--- src/rtl/sad_tree_min.sv ---
// =============================================================================
// Module      : sad_tree_min
// Description : Row adder tree, per-candidate SAD accumulator and min tracker.
// Revision    : 1.0 - initial release
// =============================================================================
`default_nettype none

module sad_tree_min #(
    parameter int PIXEL    = 8,
    parameter int NUM_PE   = 8,
    parameter int ROWS     = 8,
    parameter int NUM_CAND = 64,
    parameter int SAD_W    = PIXEL + $clog2(NUM_PE) + $clog2(ROWS),
    parameter int IDX_W    = (NUM_CAND > 1) ? $clog2(NUM_CAND) : 1
) (
    input  logic                    clk,
    input  logic                    rst_n,
    input  logic                    search_start,
    input  logic                    abs_valid,
    input  logic [NUM_PE*PIXEL-1:0] abs_in,
    output logic                    busy,
    output logic                    sad_valid,
    output logic [SAD_W-1:0]        sad_out,
    output logic [IDX_W-1:0]        sad_idx,
    output logic [SAD_W-1:0]        best_sad,
    output logic [IDX_W-1:0]        best_idx,
    output logic                    done
);

    localparam int TREE_W = PIXEL + $clog2(NUM_PE);
    localparam int ROW_W  = (ROWS > 1) ? $clog2(ROWS) : 1;

    localparam logic [1:0] c_IDLE = 2'd0;
    localparam logic [1:0] c_RUN  = 2'd1;
    localparam logic [1:0] c_DONE = 2'd2;

    localparam logic [ROW_W-1:0] c_LAST_ROW  = ROW_W'(ROWS - 1);
    localparam logic [IDX_W-1:0] c_LAST_CAND = IDX_W'(NUM_CAND - 1);

    logic [1:0]        r_state;
    logic [1:0]        w_state_next;
    logic [TREE_W-1:0] w_lvl [NUM_PE];
    logic [TREE_W-1:0] w_tree_sum;
    logic [TREE_W-1:0] r_tree_sum;
    logic              r_tree_valid;
    logic [SAD_W-1:0]  r_acc;
    logic [SAD_W-1:0]  w_acc_sum;
    logic [ROW_W-1:0]  r_row_cnt;
    logic [IDX_W-1:0]  r_cand_cnt;
    logic              w_running;
    logic              w_last_cand;

    // Pairwise reduction: stride doubles each level, partial sums land in lane 0.
    always_comb begin
        for (int k = 0; k < NUM_PE; k++) begin
            w_lvl[k] = TREE_W'(abs_in[k*PIXEL +: PIXEL]);
        end
        for (int s = 1; s < NUM_PE; s = s * 2) begin
            for (int k = 0; k + s < NUM_PE; k = k + 2 * s) begin
                w_lvl[k] = w_lvl[k] + w_lvl[k+s];
            end
        end
        w_tree_sum = w_lvl[0];
    end

    assign w_running   = (r_state == c_RUN);
    assign w_acc_sum   = r_acc + SAD_W'(r_tree_sum);
    assign w_last_cand = w_running && r_sad_valid_q() && (r_cand_cnt == c_LAST_CAND);

    function automatic logic r_sad_valid_q();
        return sad_valid;
    endfunction

    always_ff @(posedge clk or negedge rst_n) begin
        if (!rst_n) begin
            r_state <= c_IDLE;
        end else begin
            r_state <= w_state_next;
        end
    end

    always_comb begin
        w_state_next = r_state;
        case (r_state)
            c_IDLE:  if (search_start) w_state_next = c_RUN;
            c_RUN:   if (w_last_cand) w_state_next = c_DONE;
            c_DONE:  w_state_next = c_IDLE;
            default: w_state_next = c_IDLE;
        endcase
        if (search_start) begin
            w_state_next = c_RUN;
        end
    end

    always_comb begin
        busy = (r_state == c_RUN);
        done = (r_state == c_DONE);
    end

    always_ff @(posedge clk or negedge rst_n) begin
        if (!rst_n) begin
            r_tree_valid <= 1'b0;
            r_tree_sum   <= '0;
            r_acc        <= '0;
            r_row_cnt    <= '0;
            r_cand_cnt   <= '0;
            sad_valid    <= 1'b0;
            sad_out      <= '0;
            sad_idx      <= '0;
            best_sad     <= '1;
            best_idx     <= '0;
        end else if (search_start) begin
            // sad_out/sad_idx keep the last result; only in-flight flags drop.
            r_tree_valid <= 1'b0;
            r_acc        <= '0;
            r_row_cnt    <= '0;
            r_cand_cnt   <= '0;
            sad_valid    <= 1'b0;
            best_sad     <= '1;
            best_idx     <= '0;
        end else begin
            r_tree_valid <= w_running && abs_valid;
            if (w_running && abs_valid) begin
                r_tree_sum <= w_tree_sum;
            end

            sad_valid <= 1'b0;
            if (w_running && r_tree_valid) begin
                if (r_row_cnt == c_LAST_ROW) begin
                    sad_out   <= w_acc_sum;
                    sad_idx   <= r_cand_cnt;
                    sad_valid <= 1'b1;
                    r_acc     <= '0;
                    r_row_cnt <= '0;
                end else begin
                    r_acc     <= w_acc_sum;
                    r_row_cnt <= r_row_cnt + 1'b1;
                end
            end

            // Strict compare keeps the earliest candidate on ties.
            if (w_running && sad_valid) begin
                if (sad_out < best_sad) begin
                    best_sad <= sad_out;
                    best_idx <= sad_idx;
                end
                r_cand_cnt <= (r_cand_cnt == c_LAST_CAND) ? '0 : r_cand_cnt + 1'b1;
            end
        end
    end

endmodule

`default_nettype wire

--- config.mk ---
export PLATFORM = sky130hd
export DESIGN_NAME = sad_tree_min
export DESIGN_NICKNAME = d
export VERILOG_FILES = /design/src/rtl/sad_tree_min.sv
export SDC_FILE = /design/constraint.sdc
export NUM_CORES = 1
export LEC_CHECK = 0
export ABC_CLOCK_PERIOD_IN_PS = 6800
export BUFFER_PORTS_ARGS = -buffer_cell sky130_fd_sc_hd__buf_2
export CORE_UTILIZATION = 35
export DETAILED_ROUTE_END_ITERATION = 16
export RECOVER_POWER = 25
export SETUP_SLACK_MARGIN = 0.1
export SYNTH_ARGS = -nofsm -noshare
export SYNTH_HDL_FRONTEND = slang
export SYNTH_SLANG_ARGS = --single-unit
--- constraint.sdc ---
create_clock -name clk -period 6.8 [get_ports clk]
set_input_delay 2.04 -clock clk [delete_from_list [all_inputs] [get_ports clk]]
set_output_delay 2.04 -clock clk [all_outputs]
set_load 0.01 [all_outputs]
### Yosys cells after proc, flatten, opt, wreduce, memory -nomap -nowiden

Cells that the tools add are included.

| storage, ports and cells | value |
|---|---|
| bits in registers | 78 |
| output and inout port bits | 43 |
| word-level logic and storage cells | 63 |

| operators by class | value |
|---|---|
| $add $sub $neg | 10 |
| magnitude comparators | 1 |
| equality and inequality tests | 6 |
| muxes and demuxes | 22 |
| bitwise gates (word level) | 1 |
| reductions and logical operators | 12 |

Operator list:

| operator | number |
|---|---|
| $mux 14 | 6 |
| $add 8x8->9 | 4 |
| $mux 6 | 6 |
| $add 9x9->10 | 2 |
| $add 14x11->14 | 1 |
| $lt 14x14->1 | 1 |
| $add 10x10->11 | 1 |
| $mux 3 | 3 |
| $add 6x1->6 const B | 1 |
| $eq 6x6->1 const B | 1 |
| $reduce_and 2->1 | 3 |
| $reduce_bool 2->1 | 3 |
| $logic_and 1x1->1 | 4 |
| $mux 1 | 4 |
| $mux 2 | 2 |
| $pmux 2 s2 | 1 |
| $add 3x1->3 const B | 1 |
| $eq 3x3->1 const B | 1 |
| $ne 3x2->1 const B | 1 |
| $reduce_and 3->1 | 1 |
| $eq 2x1->1 const B | 1 |
| $eq 2x2->1 const B | 1 |
| $logic_not 2->1 | 1 |
| $ne 2x2->1 const B | 1 |
| $not 1->1 | 1 |

### Longest topological paths before layout

Gate-level depths: netlist of the first run.

| logic depth | value |
|---|---|
| depth after elaboration | 6 |
| mapped depth | 17 |
| mapped depth without buffers | 17 |

### Worst setup path after synthesis of the first run

OpenSTA, ideal clock, no wires.

| timing | value |
|---|---|
| path kind | input to register |
| start point | input port abs_in[3] |
| end point | register r_tree_sum[9] |
| library setup time | 0.133 ns |
| data arrival time | 5.498 ns |
| data required time | 6.667 ns |
| path slack | 1.169 ns |
| stages | 15 |
| cells stage by stage | inv_1 > fa_1 > inv_1 > fa_1 > fa_1 > inv_1 > fa_1 > inv_1 > ha_1 > a21o_1 > a21oi_1 > o21ai_0 > a31oi_1 > xor2_1 > o21ai_0 |

| on the way | value |
|---|---|
| longest elaborated chain between the ends | 3 |

RTL lines:

| item | line | RTL |
|---|---|---|
| from (decl) | 20 | `input logic [NUM_PE*PIXEL-1:0] abs_in,` |
| $add 8x8->9 | 60 | `w_lvl[k] = w_lvl[k] + w_lvl[k+s];` |
| $add 9x9->10 | 60 |  |
| $add 10x10->11 | 60 |  |
| to (signal assigned) | 124 | `r_tree_sum <= w_tree_sum;` |
| to (decl) | 44 | `logic [TREE_W-1:0] r_tree_sum;` |

No other way between the ends.
A chain may end at the register's enable or synchronous reset.

### Worst setup path in the final report of the first run

Same ends and word-level chain as after synthesis.

==> key figures, run 1 <==
STA
  • Layout Skew: 0.00606 ns
  • Fin. max-slew vios: 37
  • Max transition margin: -5.74%
  • Slew @ Worst Pin: about 1.6 ns
  • Setup TNS: 0 ns
  • Post-route setup slack: between 1 and 1.5 ns
  • WHS: a little under 0.5 ns
  • RSZ-0062 raised after global routing: false
  • Fin. Hold Viols: 0
  • Max Freq: 178 MHz
  • Endpoints failing setup: 0
  • Post-route minimum period: 5.61 ns
  • Tcrit/Tclk final: roughly 80%

Clock network
  • TritonCTS clock tree: yes
  • Root Buffer: clkbuf_16
  • Clk_lat worst skew: 0.34 ns
  • Clock buffer count from CTS: 9
  • Sink Count: 78
  • Clk buf depth: 2
  • CTS clk-pin slew, worst paths: 0.06 ns
  • H-Tree Depth: 3
  • CTS Hold Bufs: 0
  • Post-CTS sizing: 0
  • Post-CTS Setup Repair Bufs: 0

Floorplan
  • Die height: 129 um
  • Horiz. Die Dim: 129 um
  • Initial core utilization: between 30% and 40%
  • I/O pin cnt: approximately 110
  • Core footprint: around 16000 um^2
  • Row cnt: 46
  • Die area: roughly 17000 um^2

Worst setup path
  • Critical path endpoint category: flop
  • Crit Path Category: in2reg
  • Crit-path slowest cell: fa_1
  • Crit path DAT: ~5.8 ns
  • CP Max Fanout: 3
  • Worst path max stage delay: around 0.59 ns
  • Worst path bufs/invs: 5
  • Startpoint types: primary input
  • Req. time, crit path: 6.99 ns
  • CP delay by family, top: adder cells
  • Crit-path cells: buf_2 > inv_1 > fa_1 > inv_1 > fa_1 > fa_1 > inv_1 > fa_1 > inv_1 > ha_1 > a21o_1 > a21oi_1 > o21ai_0 > a31oi_1 > xor2_1 > o21ai_0

Global routing
  • First-pass GRT wire length: ~20 mm
  • Largest net degree at the start of global routing: between 70 and 80
  • Initial antenna violation count: 0
  • Number of global-route vias before repair: approximately 4300
  • Grt total ovfl: 0
  • GRT Overall Usage: 14.7%

Final layout
  • Nets@finish: around 850
  • Area Overhead vs Synth: 19.6%
  • Multi-input gate area: 3200 um^2
  • Ant. Diodes: 0
  • Share of cells above drive strength 1: a little under a quarter
  • Fill count: 1614
  • Post-route insts no fill: between 900 and 1000
  • FF/Latch Area: 1970 um^2
  • Design area: between 6000 and 7000 um^2

Routing
  • DR vias: roughly 4300
  • Final ANT Viol Nets: 0
  • TritonRoute pass-1 iters: 4
  • DR DRC count: 0
  • DR iter-0 viols: 168
  • Routed len/inst: 12.3 um
  • Post-Route WL: roughly 11 mm
  • Average vias per placed instance: roughly 4.7

Pwr
  • Switch share: a little over a third
  • Clock share of power: 27.5%
  • Flop pwr share: between 20% and 30%
  • Internal: roughly 1.3 mW
  • Psw: 726 uW
  • Logic gate share of total power: 45.1%
  • Total power divided by cell area: just under 300 nW/um^2
  • Peak supply drop: 0.130 mV
  • Leakage power: about 3.6 nW

Synthesis
  • Post-Synth Simple-Gate Area: 10.8%
  • Largest family of logic cells by synthesized area: adder cells
  • Synth Register Bits: 78
  • Sequential element share of the synthesized area: between 30% and 40%
  • Synth warnings: 0
  • EDFF count, synth: 0
  • Top cells by count, synth: inv_1, nand2_1, dfrtp_1
  • Ys flop type: dfrtp_1
  • Top cells by area, synth: dfrtp_1, fa_1, ha_1
  • Synth Area in XOR/XNOR: around 2.8%
  • Top-count cell post-synth: inv_1
  • Post-synthesis instance area: approximately 5700 um^2
  • Async S/R FF share, synth: between 90% and 100%
  • Post-synthesis compound-gate area fraction: about 16%
  • Post-Syn Area per Cell: approximately 9.6 um^2
  • Synth Instances: 590
  • Mapped Nets: about 740
  • Mux cell area share after synthesis: under 10%
  • Post-synth top area share: approximately 28%
  • Post-Synth Adder-Cell Area: roughly a quarter
  • Leading area contributor after synthesis: dfrtp_1
  • Yosys cell types: 53

Run status
  • Outcome: finished with violations
  • Failing checks: capacitance limit, slew limit

Placement
  • Post-Place Setup Slack: slightly above 0.8 ns
  • DP Area: roughly 6500 um^2
  • IO Port Bufs: 110
  • GP Congestion: approximately 0.8
  • Placed insts: 902
  • Dpl hpwl: ~8.8 mm

Worst hold path
  • Hold Crit Class: reg2reg

Flow run
  • Max Cap Violations: 1
[metal layers]
| metal | global-route usage (%) | part of all wire (%) |
|---|---|---|
| met2 | 25.6 | 49 |
| met1 | 18.6 | 46 |
| met3 | 2.73 | 3.7 |
| met4 | 4.45 | 0.98 |
| met5 | 0 | 0 |
[through the flow]
step           total power [mW]  utilization, %
2_1_floorplan              1.27               -
3_3_place_gp               1.44            40.6
3_5_place_dp               1.47            40.6
4_1_cts                    2.03            42.8
5_1_grt                    2.22            42.8
6_report                   2.00            42.8
[final timing paths]
kind | from | endpoint | slack [ns] | depth (start not counted)
max | abs_in[3] | r_tree_sum[9] | 1.19 | 16
min | r_acc[8] | r_acc[8] | 0.49 | 2
max reg2reg | best_sad[2] | best_sad[4] | 3.95 | 8
min reg2reg | r_acc[8] | r_acc[8] | 0.49 | 2
max in group asynchronous | rst_n | r_tree_sum[1] | 4.22 | 2
min in group asynchronous | rst_n | best_idx[3] | 1.93 | 2
[cell families after synthesis]
group | count (synthesis)
xor gates and xnor gates | 18
and+or+nand+nor | 131
AOI/OAI and AO/OA | 135
buffers and inverters | 135
muxes | 7
adders and majority gates | 86
DFF | 78
[area by class of cell]
| class | instances | area share, % |
|---|---|---|
| Multi-Input combinational cell | 377 | 47.1 |
| Tap cell | 216 | 3.97 |
| Sequential cell | 78 | 29.0 |
| Inverter | 118 | 6.51 |
| Clock inverter | 7 | 1.78 |
| Timing Repair Buffer | 113 | 8.41 |
| Clock buffer | 9 | 3.31 |
[power groups by stage]
stage               Sequential [mW]  Combinational (mW)  Clock [mW]
finish                        0.547               0.902       0.550
global route                  0.554                1.08       0.587
CTS                           0.548               0.920       0.564
detailed placement            0.555               0.914           0
global placement              0.554               0.890           0
floorplan                     0.543               0.728           0
[registers in the layout (all words and copies together) (netlist names)]
register and count:
r_row_cnt 3, sad_out 14, r_acc 14, sad_idx 6, best_idx 6, r_tree_sum 11
r_cand_cnt 6, best_sad 14, r_state 2, sad_valid 1, r_tree_valid 1
[worst register-to-register path, cell delays in order, from the launching register on]
cell and delay (ns):
dfstp_2 0.55, inv_1 0.05, ha_1 0.29, nand2_1 0.05, o21ai_1 0.13, nand4_1 0.16
a211oi_4 0.85, nor2_2 0.32, a211o_1 0.38
[cell usage in the layout, fill, tap and decap left out, types with 2 or more instances in the layout]
cell type and count:
nor2_1 20, nand2b_1 4, xnor2_1 11, a22o_1 9
nand2_1 65, a211o_1 14, buf_2 109, buf_4 3
nand3_1 6, dfstp_2 14, o211ai_1 2, inv_1 117
a211oi_1 3, a31oi_1 5, bufinv_16 3, or3_1 2
a311oi_1 2, o21a_1 15, or3b_2 2, or3b_1 4
clkbuf_16 9, nand4_1 5, a21o_1 9, dfrtp_1 64
mux2_2 6, o21ai_1 4, nor2b_1 7, nor3_1 7
clkinv_4 2, o21bai_1 4, ha_1 38, and3_1 2
xor2_1 7, o21ai_0 32, a21oi_1 26, fa_1 48
Note: power is estimated with default switching activity, not from simulation.
==> run 2: changes to the inputs <==
ABC_AREA = 1   (was not set)
ABC_CLOCK_PERIOD_IN_PS = 4600   (was 6800)
clock period = 4.6 ns   (was 6.8 ns; I/O delays follow)
==> key figures, run 2 <==
Run status
  • Outcome: finished with violations
  • Failing checks: capacitance limit, slew limit

STA
  • Slew @ Worst Pin: 1.93 ns
  • RSZ-0062 raised after global routing: false
  • Fin. max-slew vios: between 100 and 150
  • Max transition margin: -28.6%
  • Setup TNS: 0 ns
  • Post-route minimum period: around 4.4 ns
  • Layout Skew: 0.00448 ns
  • Fin. Hold Viols: 0
  • Max Freq: 229 MHz
  • Endpoints failing setup: 0
  • Tcrit/Tclk final: 94.7%

Pwr
  • Leakage power: 4.09 nW
  • Psw: between 1 and 1.5 mW
  • Peak supply drop: a little over 0.3 mV
  • Clock share of power: 20.6%
  • Power, Total: between 3 and 4 mW
  • Total power divided by cell area: between 400 and 500 nW/um^2
  • Internal: approximately 2.1 mW
  • Flop pwr share: roughly a quarter
  • Switch share: a little under two fifths
  • Logic gate share of total power: roughly 55%

Worst setup path
  • Startpoint types: primary input
  • Cells on worst reg2reg path: 11
  • Crit path DAT: between 4 and 5 ns
  • Crit Path Category: in2reg
  • Critical path endpoint category: flop
  • Crit Reg-Reg Startpoint: best_sad[13]
  • Worst setup endpoint: r_tree_sum[8]
  • FF-to-FF setup slack: 2.39 ns
  • Crit path from: abs_in[31]
  • Crit Reg-Reg Endpoint: best_sad[6]
  • CP Max Fanout: 5
  • Req. time, crit path: around 4.8 ns

Routing
  • DR DRC count: 0
  • DR vias: just under 5000
  • Average vias per placed instance: approximately 4.4
  • DR iter-0 viols: between 150 and 200
  • Routed len/inst: about 11 um
  • Final ANT Viol Nets: 0
  • Post-Route WL: around 12 mm
  • TritonRoute pass-1 iters: 5

Synthesis
  • Top cells by area, synth: dfrtp_1, fa_1, nand2_1
  • Leading area contributor after synthesis: dfrtp_1
  • Yosys cell types: 36
  • Ys flop type: dfrtp_1
  • Mapped Nets: 894
  • Synth warnings: 0
  • Sequential element share of the synthesized area: between 30% and 40%
  • Post-synthesis instance area: approximately 5900 um^2
  • Top cells by count, synth: nand2_1, inv_1, dfrtp_1
  • Synth Register Bits: 78
  • Synth Instances: between 700 and 800
  • Post-synth top area share: between 20 and 30%
  • Top-count cell post-synth: nand2_1
  • Async S/R FF share, synth: 100%
  • EDFF count, synth: 0
  • Post-Syn Area per Cell: around 8 um^2

Flow run
  • Max Cap Violations: 2

Final layout
  • Fill count: 1681
  • FF/Latch Area: between 1500 and 2000 um^2
  • Multi-input gate area: about 3300 um^2
  • Ant. Diodes: 0
  • Share of cells above drive strength 1: a little under a quarter
  • Largest regs: best_sad x14, r_acc x14, sad_out x14
  • Nets@finish: 1016
  • Most frequent cells in the layout: nand2_1, inv_1, buf_2
  • Area Overhead vs Synth: 21.5%
  • Most common cell after layout, fill and taps aside: nand2_1

Global routing
  • Largest net degree at the start of global routing: about 80
  • Number of global-route vias before repair: about 4800
  • Initial antenna violation count: 0
  • First-pass GRT wire length: around 22 mm
  • GRT Overall Usage: between 15 and 20%
  • Grt total ovfl: 0

Clock network
  • Clk buf depth: 2
  • CTS clk-pin slew, worst paths: approximately 0.06 ns
  • Root Buffer: clkbuf_16
  • Clock buffer count from CTS: 9
  • TritonCTS clock tree: yes
  • Sink Count: 78
  • H-Tree Depth: 3
  • Clk_lat worst skew: ~0.34 ns

Floorplan
  • Horiz. Die Dim: around 130 um
  • Initial core utilization: approximately 36%
  • Die area: approximately 17000 um^2
  • I/O pin cnt: 111
  • Die height: 132 um
  • Core footprint: 16500 um^2
  • Row cnt: 47

Placement
  • Dpl hpwl: between 9 and 10 mm
  • IO Port Bufs: 110
  • GP Congestion: ~0.85

Worst hold path
  • Hold Crit Class: reg2reg
run 2: cell count changes after synthesis, sizes merged, moves of 9 or more:
cell	delta
or2	+10
nand2	+150
inv	+56
o21a	-14
nand3	+48
o21ai	-9
a211o	-14
run 2: worst max-delay path, stage by stage:
cell	delay, ns
buf_2	0.11
fa_1	0.53
inv_1	0.05
fa_1	0.53
inv_1	0.06
fa_1	0.52
inv_1	0.05
fa_1	0.49
inv_2	0.05
ha_4	0.29
nand2_2	0.07
or2_4	0.23
nand3_2	0.07
nand2_1	0.05
nand3_1	0.06
nand2_1	0.06
run 2: final cells by class:
class / count / share of cell area, %
well taps: 220 / 3.83
clock buffers: 14 / 3.95
inverters: 174 / 9.29
clock inverters: 2 / 0.191
repair buffers: 126 / 9.29
multi-input cells: 473 / 46.1
flip-flops and latches: 78 / 27.4
run 2: how the worst min path moves through the flow:
| stage | from | slack (ns) | cells past startpoint | end |
|---|---|---|---|---|
| final | r_acc[6] | 0.49 | 2 | r_acc[6] |
| after global routing | r_acc[10] | 0.51 | 2 | r_acc[10] |
| after CTS | r_acc[6] | 0.49 | 2 | r_acc[6] |
| after detailed placement | r_acc[6] | 0.48 | 2 | r_acc[6] |
| after global placement | r_acc[5] | 0.47 | 2 | r_acc[5] |
| after floorplan | r_tree_sum[7] | 0.45 | 2 | r_tree_sum[7] |
run 2: cell families after synthesis:
family / synth area share (%)
AND/OR/NAND/NOR: 23.4
AO/OA/AOI/OAI: 5.30
adder cells (fa/ha/maj): 24.3
flip-flops: 33.2
XOR/XNOR: 1.48
buffers and inverters: 12.3
run 2: repair_timing:
action                     in CTS  in global routing
setup buffers                   0                  1
hold buffers                    0                  0
gates resized for setup         0                  3
setup endpoints to repair       0                  4
run 2: metrics by stage:
| step | util (%) | worst slack, ns | hold WS, ns | cells | cell area (um^2) |
|---|---|---|---|---|---|
| detailed placement | 41.7 | -0.200 | 0.479 | 1070 | 6890 |
| global route | 43.5 | 0.100 | 0.515 | 1087 | 7200 |
| CTS | 43.5 | 0.159 | 0.492 | 1086 | 7190 |
| finish | 43.5 | 0.242 | 0.488 | 1087 | 7200 |
| floorplan | - | 0.0553 | 0.448 | 740 | 6030 |
| global placement | 41.7 | -0.131 | 0.466 | 1070 | 6890 |
run 2: power groups by stage:
stage                     logic, mW  registers, mW  clock network [mW]
after floorplan                1.35          0.821                   0
after global placement         1.83          0.832                   0
after detailed placement       1.87          0.834                   0
after CTS                      1.88          0.823               0.714
after global routing           2.13          0.832               0.747
final                          1.86          0.822               0.698
run 2: metal layers:
metal  GRT usage [%]  part of all wire, %  vias up
met5               0                    0        -
met2            26.2                   47       77
met1            20.1                   48     2240
li1                -                    -     2489
met4            4.52                  1.3        0
met3            2.42                  3.0       11
==> run 3: changes to the inputs <==
ABC_AREA = not set   (was 1)
ABC_CLOCK_PERIOD_IN_PS = 4900   (was 4600)
clock period = 4.9 ns   (was 4.6 ns; I/O delays follow)
==> key figures, run 3 (same netlist as run 1, synthesis figures left out) <==
Run status
  • Outcome: finished with violations
  • Failing checks: capacitance limit, slew limit

Routing
  • DR DRC count: 0
  • DR vias: ~4300
  • Post-Route WL: 11.8 mm
  • Final ANT Viol Nets: 0
  • TritonRoute pass-1 iters: 4
  • DR iter-0 viols: about 150
  • Average vias per placed instance: 4.66
  • Routed len/inst: between 10 and 15 um

Worst setup path
  • Critical path endpoint category: flop
  • CP delay by family, top: adder cells
  • Startpoint types: primary input
  • CP Max Fanout: 3
  • Crit-path cells: buf_6 > inv_2 > fa_1 > inv_2 > fa_1 > fa_1 > inv_2 > fa_1 > inv_2 > ha_4 > a21o_1 > a21oi_4 > o21ai_2 > a31oi_2 > xor2_1 > o21ai_1
  • Crit path DAT: between 4 and 5 ns
  • Crit Path Category: in2reg
  • WP depth: 16
  • Crit-path slowest cell: fa_1
  • Req. time, crit path: between 5 and 6 ns
  • Worst path max stage delay: approximately 0.55 ns
  • Worst path bufs/invs: 5
  • Cells on worst reg2reg path: 8

Final layout
  • Nets@finish: 862
  • Most common cell after layout, fill and taps aside: inv_1
  • Share of cells above drive strength 1: a little over a quarter
  • Largest regs: best_sad x14, r_acc x14, sad_out x14
  • Ant. Diodes: 0
  • Area Overhead vs Synth: 22.1%
  • Most frequent cells in the layout: inv_1, buf_2, nand2_1
  • Fill count: roughly 1600
  • Design area: slightly below 7000 um^2

Placement
  • IO Port Bufs: 110
  • GP Congestion: 0.809
  • Dpl hpwl: about 9.4 mm
  • DP Area: roughly 6600 um^2
  • Post-Place Setup Slack: -0.278 ns

Clock network
  • Clk_lat worst skew: ~0.34 ns
  • CTS clk-pin slew, worst paths: 0.06 ns
  • Clk buf depth: 2
  • H-Tree Depth: 3
  • Root Buffer: clkbuf_16
  • Clock buffer count from CTS: 9
  • TritonCTS clock tree: yes
  • Sink Count: slightly below 80

Pwr
  • Total power divided by cell area: ~440 nW/um^2
  • Peak supply drop: 0.259 mV
  • Power, Total: between 3 and 4 mW
  • Leakage power: roughly 3.7 nW

STA
  • Fin. Hold Viols: 0
  • Layout Skew: 0.0102 ns
  • Tcrit/Tclk final: 96.7%
  • Post-route setup slack: 0.164 ns
  • Fin. max-slew vios: slightly below 70
  • Slew @ Worst Pin: around 1.6 ns
  • Max transition margin: -8.98%
  • Endpoints failing setup: 0
  • RSZ-0062 raised after global routing: true
  • WHS: 0.490 ns
  • Post-route minimum period: about 4.7 ns
  • Max Freq: about 210 MHz
  • Setup TNS: 0 ns

Global routing
  • Grt total ovfl: 0
  • Global Route met2 Usage: 27.4%
  • Met1 Resource Use GR: between 10% and 20%
  • Initial antenna violation count: 0
  • Met3 Use GR: about 2.3%
  • First-pass GRT wire length: 20.8 mm
  • GRT Overall Usage: 15.7%
  • Number of global-route vias before repair: between 4000 and 5000
  • Top Usage Layer GRT: met2
  • Largest net degree at the start of global routing: 37

Worst hold path
  • WHS Path Cells: 2
  • Hold Crit Class: reg2reg

Floorplan
  • I/O pin cnt: roughly 110
  • Row cnt: 46
  • Core footprint: between 15000 and 20000 um^2
  • Die area: ~17000 um^2
  • Horiz. Die Dim: between 100 and 150 um
  • Die height: around 130 um
  • Initial core utilization: about 36%

Flow run
  • Max Cap Violations: 2
[run 3: cell count changes in the layout (fill, tap and decap cells not counted), moves of 14 or more]
cell / before / now
a211o_1: 0 / 14
inv_1: 161 / 108
nand2_1: 209 / 65
nand3_1: 50 / 6
o21a_1: 1 / 15
[run 3: timing repair]
item / CTS / global route
pin swaps: 2 / 25
gates resized for setup: 0 / 22
hold buffers: 0 / 0
buffers inserted: 1 / 2
setup endpoints to repair: 2 / 5
[run 3: final cells by class]
| type | instances | area [um^2] | area share (%) |
|---|---|---|---|
| Multi-Input combinational cell | 377 | 3280 | 47.2 |
| Clock buffer | 12 | 256 | 3.69 |
| Timing Repair Buffer | 124 | 668 | 9.62 |
| Tap cell | 216 | 270 | 3.89 |
| Inverter | 118 | 450 | 6.48 |
| Clock inverter | 4 | 53.8 | 0.774 |
| Sequential cell | 78 | 1970 | 28.3 |
[run 3: per-layer routing]
metal  vias to the layer above  wire (um)
met5                         -          0
met2                       118       5610
met3                        13        495
met4                         0        176
met1                      2038       5510
li1                       2161          -
[run 3: tightest hold or removal path: cells and delay by family, from the launching register on]
| family | cells | cell delay (ns) |
|---|---|---|
| AND/OR/NAND/NOR | 1 | 0.05 |
| AO/OA/AOI/OAI | 1 | 0.06 |
| flip-flops | 1 | 0.35 |
[run 3: path summary, 6_finish.rpt]
check / slack [ns] / startpoint / endpoint
min: 0.49 / r_tree_sum[3] / r_tree_sum[3]
max reg2reg: 2.01 / best_sad[2] / best_sad[1]
min in group asynchronous: 1.55 / rst_n / best_idx[5]
max in group asynchronous: 1.54 / rst_n / sad_out[7]
max: 0.16 / abs_in[19] / r_tree_sum[9]
min reg2reg: 0.49 / r_tree_sum[3] / r_tree_sum[3]
[run 3: report_power, final]
| group | total (mW) | internal, mW | switching, mW |
|---|---|---|---|
| clock network | 0.686 | 0.424 | 0.262 |
| registers | 0.758 | 0.710 | 0.0485 |
| logic | 1.61 | 0.782 | 0.829 |
| total | 3.05 | 1.92 | 1.14 |
[run 3: metrics by stage]
stage / utilization (%) / cells
after floorplan: - / 590
after global placement: 41.2 / 910
after detailed placement: 41.2 / 910
after CTS: 43.2 / 927
after global routing: 43.7 / 929
final: 43.7 / 929
